`src/rtl/door_actuator_model_pkg.sv`:
```
// Shared types and default geometry for the door actuator model.
package door_actuator_model_pkg;

  typedef enum logic [2:0] {
    CLOSED,
    OPENING,
    OPEN,
    CLOSING,
    HALTED,
    FAULT
  } leaf_state_t;

  typedef enum logic [1:0] {
    DIR_NONE,
    DIR_OPEN,
    DIR_CLOSE
  } dir_t;

  typedef logic [7:0] pos_t;

  localparam int DEF_TRAVEL    = 8;
  localparam int DEF_STEP_DIV  = 2;
  localparam int DEF_STALL_CYC = 6;

endpackage

```
`src/rtl/door_actuator_model_leaf.sv`:
```
// Single door leaf: state machine, step divider and saturating position.
module door_leaf
  import door_actuator_model_pkg::*;
#(
  parameter int TRAVEL   = DEF_TRAVEL,
  parameter int STEP_DIV = DEF_STEP_DIV
) (
  input  logic clk,
  input  logic reset,
  input  logic open_cmd,
  input  logic close_cmd,
  input  logic bolt,
  input  logic freeze,
  output pos_t pos,
  output logic fault
);

  localparam pos_t       TRAVEL_P = pos_t'(TRAVEL);
  localparam logic [4:0] DIV_P    = 5'(STEP_DIV);

  leaf_state_t state;
  dir_t        dir, last_dir;
  logic [4:0]  div, cnt_next;
  pos_t        pos_up, pos_dn;
  logic        at_open, at_closed;

  // The bolt only masks opening; a suppressed open looks like no command.
  always_comb begin
    dir = DIR_NONE;
    if (open_cmd && !bolt)
      dir = DIR_OPEN;
    else if (close_cmd)
      dir = DIR_CLOSE;
    cnt_next  = (dir == last_dir) ? div + 5'd1 : 5'd1;
    pos_up    = pos + 8'd1;
    pos_dn    = pos - 8'd1;
    at_open   = (pos == TRAVEL_P);
    at_closed = (pos == 8'd0);
  end

  always_ff @(posedge clk) begin
    if (!reset) begin
      state    <= CLOSED;
      pos      <= '0;
      div      <= '0;
      last_dir <= DIR_NONE;
    end else if (state != FAULT) begin
      if (open_cmd && close_cmd) begin
        state <= FAULT;
      end else if (!freeze) begin
        last_dir <= dir;
        case (dir)
          DIR_OPEN: begin
            if (at_open) begin
              state <= OPEN;
              div   <= '0;
            end else if (cnt_next == DIV_P) begin
              pos   <= pos_up;
              div   <= '0;
              state <= (pos_up == TRAVEL_P) ? OPEN : OPENING;
            end else begin
              div   <= cnt_next;
              state <= OPENING;
            end
          end
          DIR_CLOSE: begin
            if (at_closed) begin
              state <= CLOSED;
              div   <= '0;
            end else if (cnt_next == DIV_P) begin
              pos   <= pos_dn;
              div   <= '0;
              state <= (pos_dn == 8'd0) ? CLOSED : CLOSING;
            end else begin
              div   <= cnt_next;
              state <= CLOSING;
            end
          end
          default: begin
            div   <= '0;
            state <= at_closed ? CLOSED : (at_open ? OPEN : HALTED);
          end
        endcase
      end
    end
  end

  assign fault = (state == FAULT);

endmodule

```
`config.mk`:
```
export PLATFORM = sky130hd
export DESIGN_NAME = door_leaf
export DESIGN_NICKNAME = d
export VERILOG_FILES = /design/src/rtl/door_actuator_model_pkg.sv /design/src/rtl/door_actuator_model_leaf.sv
export SDC_FILE = /design/constraint.sdc
export NUM_CORES = 1
export LEC_CHECK = 0
export ABC_AREA = 1
export CORE_MARGIN = 3
export CORE_UTILIZATION = 56
export DETAILED_ROUTE_END_ITERATION = 7
export MAX_ROUTING_LAYER = met4
export PLACE_DENSITY = 0.9
export SETUP_SLACK_MARGIN = 0.05
export SLEW_MARGIN = 15
export SYNTH_ARGS = -nofsm -noshare
export SYNTH_HDL_FRONTEND = slang
export SYNTH_SLANG_ARGS = --single-unit
```
`constraint.sdc`:
```
create_clock -name clk -period 1.9 [get_ports clk]
set_input_delay 0.38 -clock clk [delete_from_list [all_inputs] [get_ports clk]]
set_output_delay 0.38 -clock clk [all_outputs]
set_load 0.02 [all_outputs]
```
# Word-level counts from Yosys, hierarchy flattened
# Index checks and enable logic that the tools add are counted.
classes:
  n_addsub: 3
  bitwise: 2
  muxes: 23
  reduce_logical: 9
  eq_ne: 13
op_table:
  columns: ["cell", "count"]
  rows:
  - ["2-to-1 mux 8 bit", 4]
  - ["2-to-1 mux 5 bit", 4]
  - ["equality test 8 x 4 -> 1 bit (second input constant)", 2]
  - ["logical NOT 8 bit", 2]
  - ["2-to-1 mux 2 bit", 8]
  - ["one-hot mux 8 bit (2 select lines)", 1]
  - ["2-to-1 mux 3 bit", 4]
  - ["one-hot mux 5 bit (2 select lines)", 1]
  - ["adder 8 x 1 -> 8 bit (second input constant)", 1]
  - ["!= test 2 bit (second input constant)", 4]
  - ["AND reduction 8 bit", 1]
  - ["subtractor 8 x 1 -> 8 bit (second input constant)", 1]
  - ["one-hot mux 3 bit (2 select lines)", 1]
  - ["adder 5 x 1 -> 5 bit (second input constant)", 1]
  - ["equality test 5 x 2 -> 1 bit (second input constant)", 1]
  - ["equality test 3 bit (second input constant)", 1]
  - ["!= test 3 bit (second input constant)", 1]
  - ["AND reduction 3 bit", 1]
  - ["equality test 2 x 1 -> 1 bit (second input constant)", 1]
  - ["equality test 2 bit", 1]
  - ["equality test 2 bit (second input constant)", 1]
  - ["logical AND 1 bit", 2]
  - ["!= test 2 x 1 -> 1 bit (second input constant)", 1]
  - ["inverter 1 bit", 2]
  - ["3 further kinds", 3]
totals:
  wordCells: 54
  register_bits: 18
  input_bits: 6
  out_inout_bits: 9

# Logic depth before layout (Yosys ltp)
# Gate-level depths: netlist of run 1.
logic_depth:
  depth_word: 11
  depth_mapped: 14
  depth_no_buf: 13

# Least setup slack after synthesis of run 1
# Ideal clock, no wire load.
synth_timing:
  path_kind: "register to register"
  startpoint: "reg pos[1]"
  endpoint: "reg state[0]"
  synth_period_minus_slack_ns: 1.893
  required_ns: 1.786
  arrival_ns: 1.780
  stages_incl_launch_ff: 13
  path_slack_ns: 0.007
  path_buffers: 0
  cell_sequence: "dfxtp_1 > inv_1 > ha_1 > xnor2_1 > nand3_1 > nor2_1 > nand2_1 > nor2_1 > nand2_1 > nand2_1 > nand2_1 > o21bai_1 > inv_1"
synth_via:
  elab_chain_len: 8
  elab_cells_between_ends: 16
synth_rtl:
  columns: ["element", "line_no", "source"]
  rows:
  - ["start, declared", "door_actuator_model_leaf.sv:14", "output pos_t pos,"]
  - ["start signal, assigned", "door_actuator_model_leaf.sv:58", "pos <= pos_up;"]
  - ["start signal, assigned", "door_actuator_model_leaf.sv:71", "pos <= pos_dn;"]
  - ["adder 8 x 1 -> 8 bit / subtractor 8 x 1 -> 8 bit (equally long branches)", "door_actuator_model_leaf.sv:35, door_actuator_model_leaf.sv:36", null]
  - ["equality test 8 x 4 -> 1 bit / logical NOT 8 bit (equally long branches)", "door_actuator_model_leaf.sv:60, door_actuator_model_leaf.sv:73", null]
  - ["2-to-1 mux 2 bit (on tied branches)", "door_actuator_model_leaf.sv:60, door_actuator_model_leaf.sv:73", null]
  - ["2-to-1 mux 2 bit (on tied branches)", "door_actuator_model_leaf.sv:57, door_actuator_model_leaf.sv:70", null]
  - ["2-to-1 mux 2 bit (on tied branches)", "door_actuator_model_leaf.sv:54, door_actuator_model_leaf.sv:67", null]
  - ["one-hot mux 3 bit (2 select lines) (*)", "door_actuator_model_leaf.sv:52", "case (dir)"]
  - ["2-to-1 mux 3 bit (*)", "door_actuator_model_leaf.sv:50", "end else if (!freeze) begin"]
  - ["2-to-1 mux 3 bit (*)", "door_actuator_model_leaf.sv:48", "if (open_cmd && close_cmd) begin"]
  - ["end signal, assigned", "door_actuator_model_leaf.sv:60", "state <= (pos_up == TRAVEL_P) ? OPEN : OPENING;"]
  - ["end signal, assigned", "door_actuator_model_leaf.sv:73", "state <= (pos_dn == 8'd0) ? CLOSED : CLOSING;"]
  - ["end signal, assigned", "door_actuator_model_leaf.sv:81", "state <= at_closed ? CLOSED : (at_open ? OPEN : HALTED);"]
  - ["end, declared", "door_actuator_model_leaf.sv:21", "leaf_state_t state;"]
# Mark *: on every way between the ends. The rest lies on a longest branch, timed or not. The select of a mux whose other input is x is not followed.
# A chain may end at the register's enable or synchronous reset.

# Worst setup path in the final report of run 1
layout_timing:
  startpoint: "reg pos[1]"
  endpoint: "out pos[1]"
# No word-level cell between the ends.

==> results of run 1 <==
-- layout make-up --
class                           instances  area share
Sequential cell                        18       0.202
Timing Repair Buffer                   36       0.171
Multi-Input combinational cell        174       0.536
Inverter                               25      0.0530
Tap cell                               28      0.0188
Clock buffer                            4      0.0195
-- per-layer routing --
metal  track usage  wire length [µm]
met1         0.322              1780
met2         0.413              2100
met3        0.0575               398
met4        0.0814                48
met5             -                 0
-- critical path: stages, from the launching register on --
cell	delay (ns)
sky130_fd_sc_hd__dfxtp_2	0.38
sky130_fd_sc_hd__buf_4	0.16
sky130_fd_sc_hd__clkdlybuf4s50_1	0.60
-- flip-flops by register name, indices dropped and copies added (netlist names) --
register / cells
div: 5
last_dir: 2
state: 3
pos: 8
-- cells by family after synthesis --
| logic type | after synthesis | synth area share |
|---|---|---|
| compound gates | 36 | 0.158 |
| xor+xnor | 5 | 0.0306 |
| fa+ha+maj | 6 | 0.0524 |
| buf+inv | 30 | 0.0909 |
| flops | 18 | 0.252 |
| simple gates | 126 | 0.416 |
-- timing repair --
item | in CTS | in global routing
endpoints found under the setup margin | 5 | 19
pin swaps | 0 | 8
gates cloned | 0 | 1
buffers inserted | 0 | 2
gates resized for setup | 5 | 26
-- worst min path at each step --
stage                  end  slack (ns)  cells past startpoint
3_3_place_gp        div[4]        0.47                      2
2_1_floorplan  last_dir[1]        0.44                      2
4_1_cts        last_dir[1]        0.48                      2
3_5_place_dp   last_dir[1]        0.47                      2
6_report       last_dir[1]        0.48                      2
5_1_grt             div[1]        0.51                      2
-- per-stage QoR --
step	setup TNS [ns]	cells	util	setup WS, ns
4_1_cts	0	282	0.761	0.0651
6_report	0	285	0.804	0.0750
5_1_grt	-0.0208	285	0.804	-0.0191
3_5_place_dp	-1.69	278	0.743	-0.224
3_3_place_gp	-0.698	278	0.743	-0.109
2_1_floorplan	0	221	-	0.0770
-- placed cells by master, fill, tap and decap left out, types with 5 or more instances in the layout --
master	netlist	layout
sky130_fd_sc_hd__nor2_1	23	21
sky130_fd_sc_hd__o2111ai_1	5	5
sky130_fd_sc_hd__dfxtp_1	18	9
sky130_fd_sc_hd__a21oi_1	16	16
sky130_fd_sc_hd__nand2_2	3	5
sky130_fd_sc_hd__nand3_1	20	19
sky130_fd_sc_hd__inv_1	18	17
sky130_fd_sc_hd__clkdlybuf4s50_1	0	10
sky130_fd_sc_hd__buf_4	0	21
sky130_fd_sc_hd__o21ai_0	5	5
sky130_fd_sc_hd__nand4_1	7	7
sky130_fd_sc_hd__dfxtp_2	0	7
sky130_fd_sc_hd__nand2_1	62	60
-- power by group through the flow --
| stage | sequential (mW) | combinational [mW] | clock [mW] |
|---|---|---|---|
| final | 0.386 | 0.129 | 0.250 |
| after floorplan | 0.398 | 0.0660 | 0 |
| after detailed placement | 0.397 | 0.121 | 0 |
| after CTS | 0.389 | 0.122 | 0.247 |
| after global routing | 0.388 | 0.140 | 0.265 |
| after global placement | 0.397 | 0.118 | 0 |
==> qor.tcl, run 1 <==
set qor(smallest_hold_slack_ns) 0.482
set qor(critPathArrivalTime_ns) 1.44
set qor(clock_sink_count) 18
set qor(die_width_um) 56.6
set qor(r2r.worst_path.cells) 13
set qor(drcViolationCount) 1
set qor(tightest_slew_ns) 0.457
set qor(cts_hold_buffers) 0
set qor(worst_path_maximum_fanout) 6
set qor(holdCritPathClass) {flop to flop}
set qor(vias_per_cell) 5.88
set qor(timing.max_slew.rel_slack) 0.695
set qor(clk_path_buf_depth) 2
set qor(synthesis.instances) 221
set qor(synth.lib_cells_used.distinct) 30
set qor(multi_input_comb_area_um2) 998
set qor(vias) 1675
set qor(io_pins) 15
set qor(p_sw_frac) 0.278
set qor(dominantRegCellSynth) {sky130_fd_sc_hd__dfxtp_1}
set qor(criticalPathCategory) {flop to output pin}
set qor(initial_utilization) 0.617
set qor(yosysSeqAreaShare) 0.252
set qor(worstSkewPairLatency_ns) 0.31
set qor(floorplan.die.height_um) 56.6
set qor(cts_tree) {done}
set qor(finClkSkew_ns) 0.0109
set qor(timing.final.setup_violations) 0
set qor(ir_drop_v) 0.000565
set qor(leakage_power_nw) 0.897
set qor(grt_overflow_total) 0
set qor(rows) 17
set qor(timing.critical_path.from) {pos[1]}
set qor(layout-drive-gt1-share) 0.257
set qor(routed_wire_length_per_instance_um) 15.2
set qor(dr.first_iter.drc_count) 78
set qor(endpoint_kind) {output pin}
set qor(post_synth_main_area_contributors) {sky130_fd_sc_hd__dfxtp_1 (25%), sky130_fd_sc_hd__nand2_1 (16%), sky130_fd_sc_hd__nand3_1 (7.0%)}
set qor(fmaxAchievable_mhz) 548
set qor(hold_violations) 0
set qor(nets) 270
set qor(clockPowerShare) 0.327
set qor(crit-reg2reg-capture) {state[1]}
set qor(post_synthesis_instance_area_um2) 1430
set qor(reg2reg_slack_ns) 0.10
set qor(layout_worst_path_cycle_share) 0.961
set qor(final_period_minus_worst_setup_slack_ns) 1.82
set qor(fin_area_um2) 1860
set qor(yosysWarningCount) 0
set qor(synth_fp_nets) 233
set qor(gp_routability_congestion) 0.913
set qor(setup.worst_path.end) {pos[1]}
set qor(drtAntennaViolNets) 0
set qor(drtPass1Iterations) 6
set qor(first_global_vias) 1511
set qor(share_seq_of_total_power) 0.505
set qor(cts-buffers-inserted) 3
set qor(ys_async_sr_fraction) 0
set qor(fillCellCount) 146
set qor(htreeDepth) 1
set qor(p_total_uw) 765
set qor(design.die.area_um2) 3200
set qor(register_area_um2) 377
set qor(grt_setup_unrepaired) {true}
set qor(grtUsageTotal) 0.258
set qor(antenna_found_initial) 0
set qor(drt-total-wl_mm) 4.32
set qor(core_area_um2) 2320
set qor(worstHoldStart) {last_dir[1]}
set qor(synthToLayoutAreaGrowth_pct) 30.2
set qor(largest_net_degree_at_the_start_of_global_routing) 13
set qor(cts.reportedPaths.clkPinSlew_ns) 0.10
set qor(finalMaxSlewViolations) 0
set qor(dpl.hpwl_mm) 2.85
set qor(power_per_cell_area_nw_per_um2) 410
set qor(max_cap_violations) 0
set qor(yosys.area.top_type) {sky130_fd_sc_hd__dfxtp_1}
set qor(clock_tree.root_cell) {sky130_fd_sc_hd__clkbuf_4}
set qor(yosys_register_bits) 18
set qor(switchingPower_uw) 213
set qor(synth.top_cells.by_count) {sky130_fd_sc_hd__nand2_1 (62), sky130_fd_sc_hd__nor2_1 (23), sky130_fd_sc_hd__nand3_1 (20)}
set qor(setup.worst_path.start_class) {flop}
set qor(synth-edff-count) 0
set qor(global_route_wire_length_before_repair_mm) 6.44
set qor(p_int_uw) 552
set qor(pwr-share-comb) 0.168
set qor(placedInstanceArea_um2) 1720
set qor(run_status) {finished, violations left}
set qor(critical_path_required_ns) 1.52
set qor(post_synth.cell_area_avg_um2) 6.48
set qor(buffer_ports.inserted) 14
set qor(synthMostInstantiatedCell) {sky130_fd_sc_hd__nand2_1}
set qor(violations) {design-rule violations}
set qor(post-synth-top-area-fraction) 0.252
set qor(r2r_start) {pos[0]}
set qor(insertedDiodeCount) 0
Power figures use the tool's default switching activity.
==> inputs of run 2 (changes only) <==
--- a/config.mk
+++ b/config.mk
@@ -7,10 +7,11 @@
 export LEC_CHECK = 0
 export ABC_AREA = 1
 export CORE_MARGIN = 3
-export CORE_UTILIZATION = 56
+export CORE_UTILIZATION = 62
 export DETAILED_ROUTE_END_ITERATION = 7
+export DONT_BUFFER_PORTS = 1
 export MAX_ROUTING_LAYER = met4
-export PLACE_DENSITY = 0.9
+export PLACE_DENSITY = 0.89
 export SETUP_SLACK_MARGIN = 0.05
 export SLEW_MARGIN = 15
 export SYNTH_ARGS = -nofsm -noshare
==> qor.tcl, run 2 (synthesized netlist as in run 1, its figures left out) <==
set qor(hold_violations) 0 ;# unchanged
set qor(critical_path_required_ns) 2.14 ;# was 1.52 ns
set qor(final_period_minus_worst_setup_slack_ns) 1.91 ;# was 1.82 ns
set qor(drtPass1Iterations) 6 ;# unchanged
set qor(finalMaxSlewViolations) 0 ;# unchanged
set qor(endpoint_kind) {flop} ;# was output pin
set qor(crit_path_top_delay_cell) {sky130_fd_sc_hd__dfxtp_4} ;# was sky130_fd_sc_hd__clkdlybuf4s50_1
set qor(core_area_um2) 2060 ;# was 2320 µm²
set qor(cts_hold_buffers) 0 ;# unchanged
set qor(drt-total-wl_mm) 4.86 ;# was 4.32 mm
set qor(cp_top_delay_family) {simple AND/OR/NAND/NOR gates} ;# was buffers and inverters
set qor(fin_setup_tns_ns) -0.00760 ;# was 0 ns
set qor(run_status) {finished, violations left} ;# unchanged
set qor(fin_area_um2) 1780 ;# was 1860 µm²
set qor(timing.critical_path.from) {pos[1]} ;# unchanged
set qor(layout_commonest_cell) {sky130_fd_sc_hd__nand2_1} ;# unchanged
set qor(global_route_wire_length_before_repair_mm) 5.98 ;# was 6.44 mm
set qor(gr-usage-met3) 0.0388 ;# was 0.0575
set qor(io_pins) 15 ;# unchanged
set qor(ir_drop_v) 0.000482 ;# was 0.000565 V
set qor(crit-reg2reg-capture) {pos[5]} ;# was state[1]
set qor(drtAntennaViolNets) 0 ;# unchanged
set qor(smallest_hold_slack_ns) 0.180 ;# was 0.482 ns
set qor(largest_reg_flops) 8 ;# unchanged
set qor(dpl.hpwl_mm) 2.71 ;# was 2.85 mm
set qor(worst_path_cell_trace) {inv_4, ha_4, nand2_1, nor3_4, nand3_2, a21oi_4, nor2_4, nand2_4, o21ai_0, a21oi_1} ;# was buf_4, clkdlybuf4s50_1
set qor(fmaxAchievable_mhz) 524 ;# was 548 MHz
set qor(synthToLayoutAreaGrowth_pct) 24.5 ;# was 30.2%
set qor(die_width_um) 54.1 ;# was 56.6 µm
set qor(vias) 1802 ;# was 1,675
set qor(cts_tree) {done} ;# unchanged
set qor(switchingPower_uw) 220 ;# was 213 µW
set qor(path_buf_inv) 1 ;# was 2
set qor(vias_per_cell) 6.58 ;# was 5.88
set qor(criticalPathCategory) {flop to flop} ;# was flop to output pin
set qor(max_cap_violations) 0 ;# unchanged
set qor(grtUsageTotal) 0.289 ;# was 0.258
set qor(setup.worst_path.start_class) {flop} ;# unchanged
set qor(nets) 260 ;# was 270
set qor(critPathArrivalTime_ns) 2.15 ;# was 1.44 ns
set qor(dr.first_iter.drc_count) 168 ;# was 78
set qor(timing.max_slew.rel_slack) 0.670 ;# was 0.695
set qor(grt.met2_usage) 0.462 ;# was 0.413
set qor(grt_busiest_layer) {met2} ;# unchanged
set qor(drcViolationCount) 0 ;# was 1
set qor(reg2reg_slack_ns) -0.008 ;# was 0.10 ns
set qor(antenna_found_initial) 0 ;# unchanged
set qor(share_seq_of_total_power) 0.518 ;# was 0.505
set qor(initial_utilization) 0.694 ;# was 0.617
set qor(tightest_slew_ns) 0.494 ;# was 0.457 ns
set qor(violations) {negative setup slack} ;# was design-rule violations
set qor(met1_usage_in_global_routing) 0.372 ;# was 0.322
set qor(clockPowerShare) 0.342 ;# was 0.327
set qor(routed_wire_length_per_instance_um) 17.7 ;# was 15.2 µm
set qor(largest_net_degree_at_the_start_of_global_routing) 13 ;# unchanged
set qor(setup.worst_path.end) {pos[5]} ;# was pos[1]
set qor(clock_tree.root_cell) {sky130_fd_sc_hd__clkbuf_4} ;# unchanged
set qor(layout_common_cells) {sky130_fd_sc_hd__nand2_1 (59), sky130_fd_sc_hd__buf_4 (25), sky130_fd_sc_hd__nor2_1 (21)} ;# was sky130_fd_sc_hd__nand2_1 (60), sky130_fd_sc_hd__nor2_1 (21), sky130_fd_sc_hd__buf_4 (21)
set qor(pwr-share-comb) 0.140 ;# was 0.168
set qor(clk_path_buf_depth) 2 ;# unchanged
set qor(placedInstanceArea_um2) 1530 ;# was 1720 µm²
set qor(insertedDiodeCount) 0 ;# unchanged
set qor(cts-buffers-inserted) 3 ;# unchanged
set qor(worstSkewPairLatency_ns) 0.31 ;# about the same
set qor(htreeDepth) 1 ;# unchanged
set qor(layout_worst_path_cycle_share) 1.00 ;# was 0.961
set qor(p_int_uw) 530 ;# was 552 µW
set qor(r2r_start) {pos[1]} ;# was pos[0]
set qor(gp_routability_congestion) 0.943 ;# was 0.913
set qor(p_sw_frac) 0.293 ;# was 0.278
set qor(rows) 16 ;# was 17
set qor(largest_registers) {pos: 8 flops, div: 5 flops, state: 3 flops} ;# unchanged
set qor(cpPeakStageDelay_ns) 0.38 ;# was 0.60 ns
set qor(holdCritPathClass) {input port to flop} ;# was flop to flop
set qor(fin_ws_ns) -0.00760 ;# was 0.0750 ns
set qor(r2r.worst_path.cells) 10 ;# was 13
set qor(worst_path_maximum_fanout) 6 ;# unchanged
set qor(design.die.area_um2) 2920 ;# was 3200 µm²
set qor(cts.reportedPaths.clkPinSlew_ns) 0.11 ;# was 0.10 ns
set qor(power_per_cell_area_nw_per_um2) 421 ;# was 410 nW/µm²
set qor(clock_sink_count) 18 ;# unchanged
set qor(layout-drive-gt1-share) 0.296 ;# was 0.257
set qor(leakage_power_nw) 0.828 ;# was 0.897 nW
set qor(floorplan.die.height_um) 54.1 ;# was 56.6 µm
set qor(cp.depth) 10 ;# was 2
set qor(first_global_vias) 1369 ;# was 1,511
set qor(timing.final.setup_violations) 1 ;# was 0
set qor(grt_overflow_total) 0 ;# unchanged
set qor(finClkSkew_ns) 0.00224 ;# was 0.0109 ns
set qor(buffer_ports.inserted) 0 ;# was 14
set qor(largest_register) {pos} ;# unchanged
## run 2: cell count changes in the layout (fill, tap and decap cells not counted), sizes merged
cell	before	now
clkinv	3	2
buf	22	26
clkdlybuf4s50	10	0
inv	22	23
dlymetal6s2s	4	0
## run 2: timing repair
action	4_1_cts	5_1_grt
resized for setup	2	30
setup endpoints to repair	3	10
setup buffers	3	10
gates cloned	0	1
hold endpoints to repair	0	0
pin swaps	1	8
## run 2: how the worst min path moves through the flow
stage,to,from,depth (start not counted)
after floorplan,last_dir[1],last_dir[1],2
after global placement,last_dir[1],last_dir[1],2
after detailed placement,last_dir[1],last_dir[1],2
after CTS,last_dir[0],reset,1
after global routing,last_dir[0],reset,1
final,last_dir[0],reset,1
## run 2: power by group through the flow
stage | clock, mW | sequential, mW | combinational, mW
detailed placement | 0 | 0.399 | 0.0804
CTS | 0.251 | 0.390 | 0.0814
global route | 0.269 | 0.389 | 0.113
floorplan | 0 | 0.398 | 0.0660
finish | 0.256 | 0.388 | 0.105
global placement | 0 | 0.398 | 0.0770
## run 2: through the flow
stage / utilization / worst slack (ns) / instances / power [mW]
final: 0.864 / -0.00760 / 274 / 0.750
after global routing: 0.864 / -0.0661 / 274 / 0.771
after CTS: 0.771 / 0.0343 / 263 / 0.723
after detailed placement: 0.741 / 0.0325 / 256 / 0.479
after global placement: 0.741 / 0.0765 / 256 / 0.475
after floorplan: - / 0.0770 / 221 / 0.463
## run 2: worst reg2reg max path: stages (launching register included)
cell	delay [ns]
sky130_fd_sc_hd__dfxtp_4	0.38
sky130_fd_sc_hd__inv_4	0.08
sky130_fd_sc_hd__ha_4	0.14
sky130_fd_sc_hd__nand2_1	0.09
sky130_fd_sc_hd__nor3_4	0.28
sky130_fd_sc_hd__nand3_2	0.15
sky130_fd_sc_hd__a21oi_4	0.19
sky130_fd_sc_hd__nor2_4	0.08
sky130_fd_sc_hd__nand2_4	0.11
sky130_fd_sc_hd__o21ai_0	0.17
sky130_fd_sc_hd__a21oi_1	0.17
## run 2: cell type report
cell class / instances / area (µm²)
flip-flops and latches: 18 / 378
inverters: 25 / 96.3
multi-input cells: 174 / 1040
fillers: 109 / 280
repair buffers: 26 / 199
clock buffers: 4 / 36.3
well taps: 27 / 33.8
## run 2: layer usage
layer / share of wire / vias up
li1: - / 786
met4: 0.063 / 0
met1: 0.38 / 805
met2: 0.44 / 166
met3: 0.12 / 45
met5: 0 / -
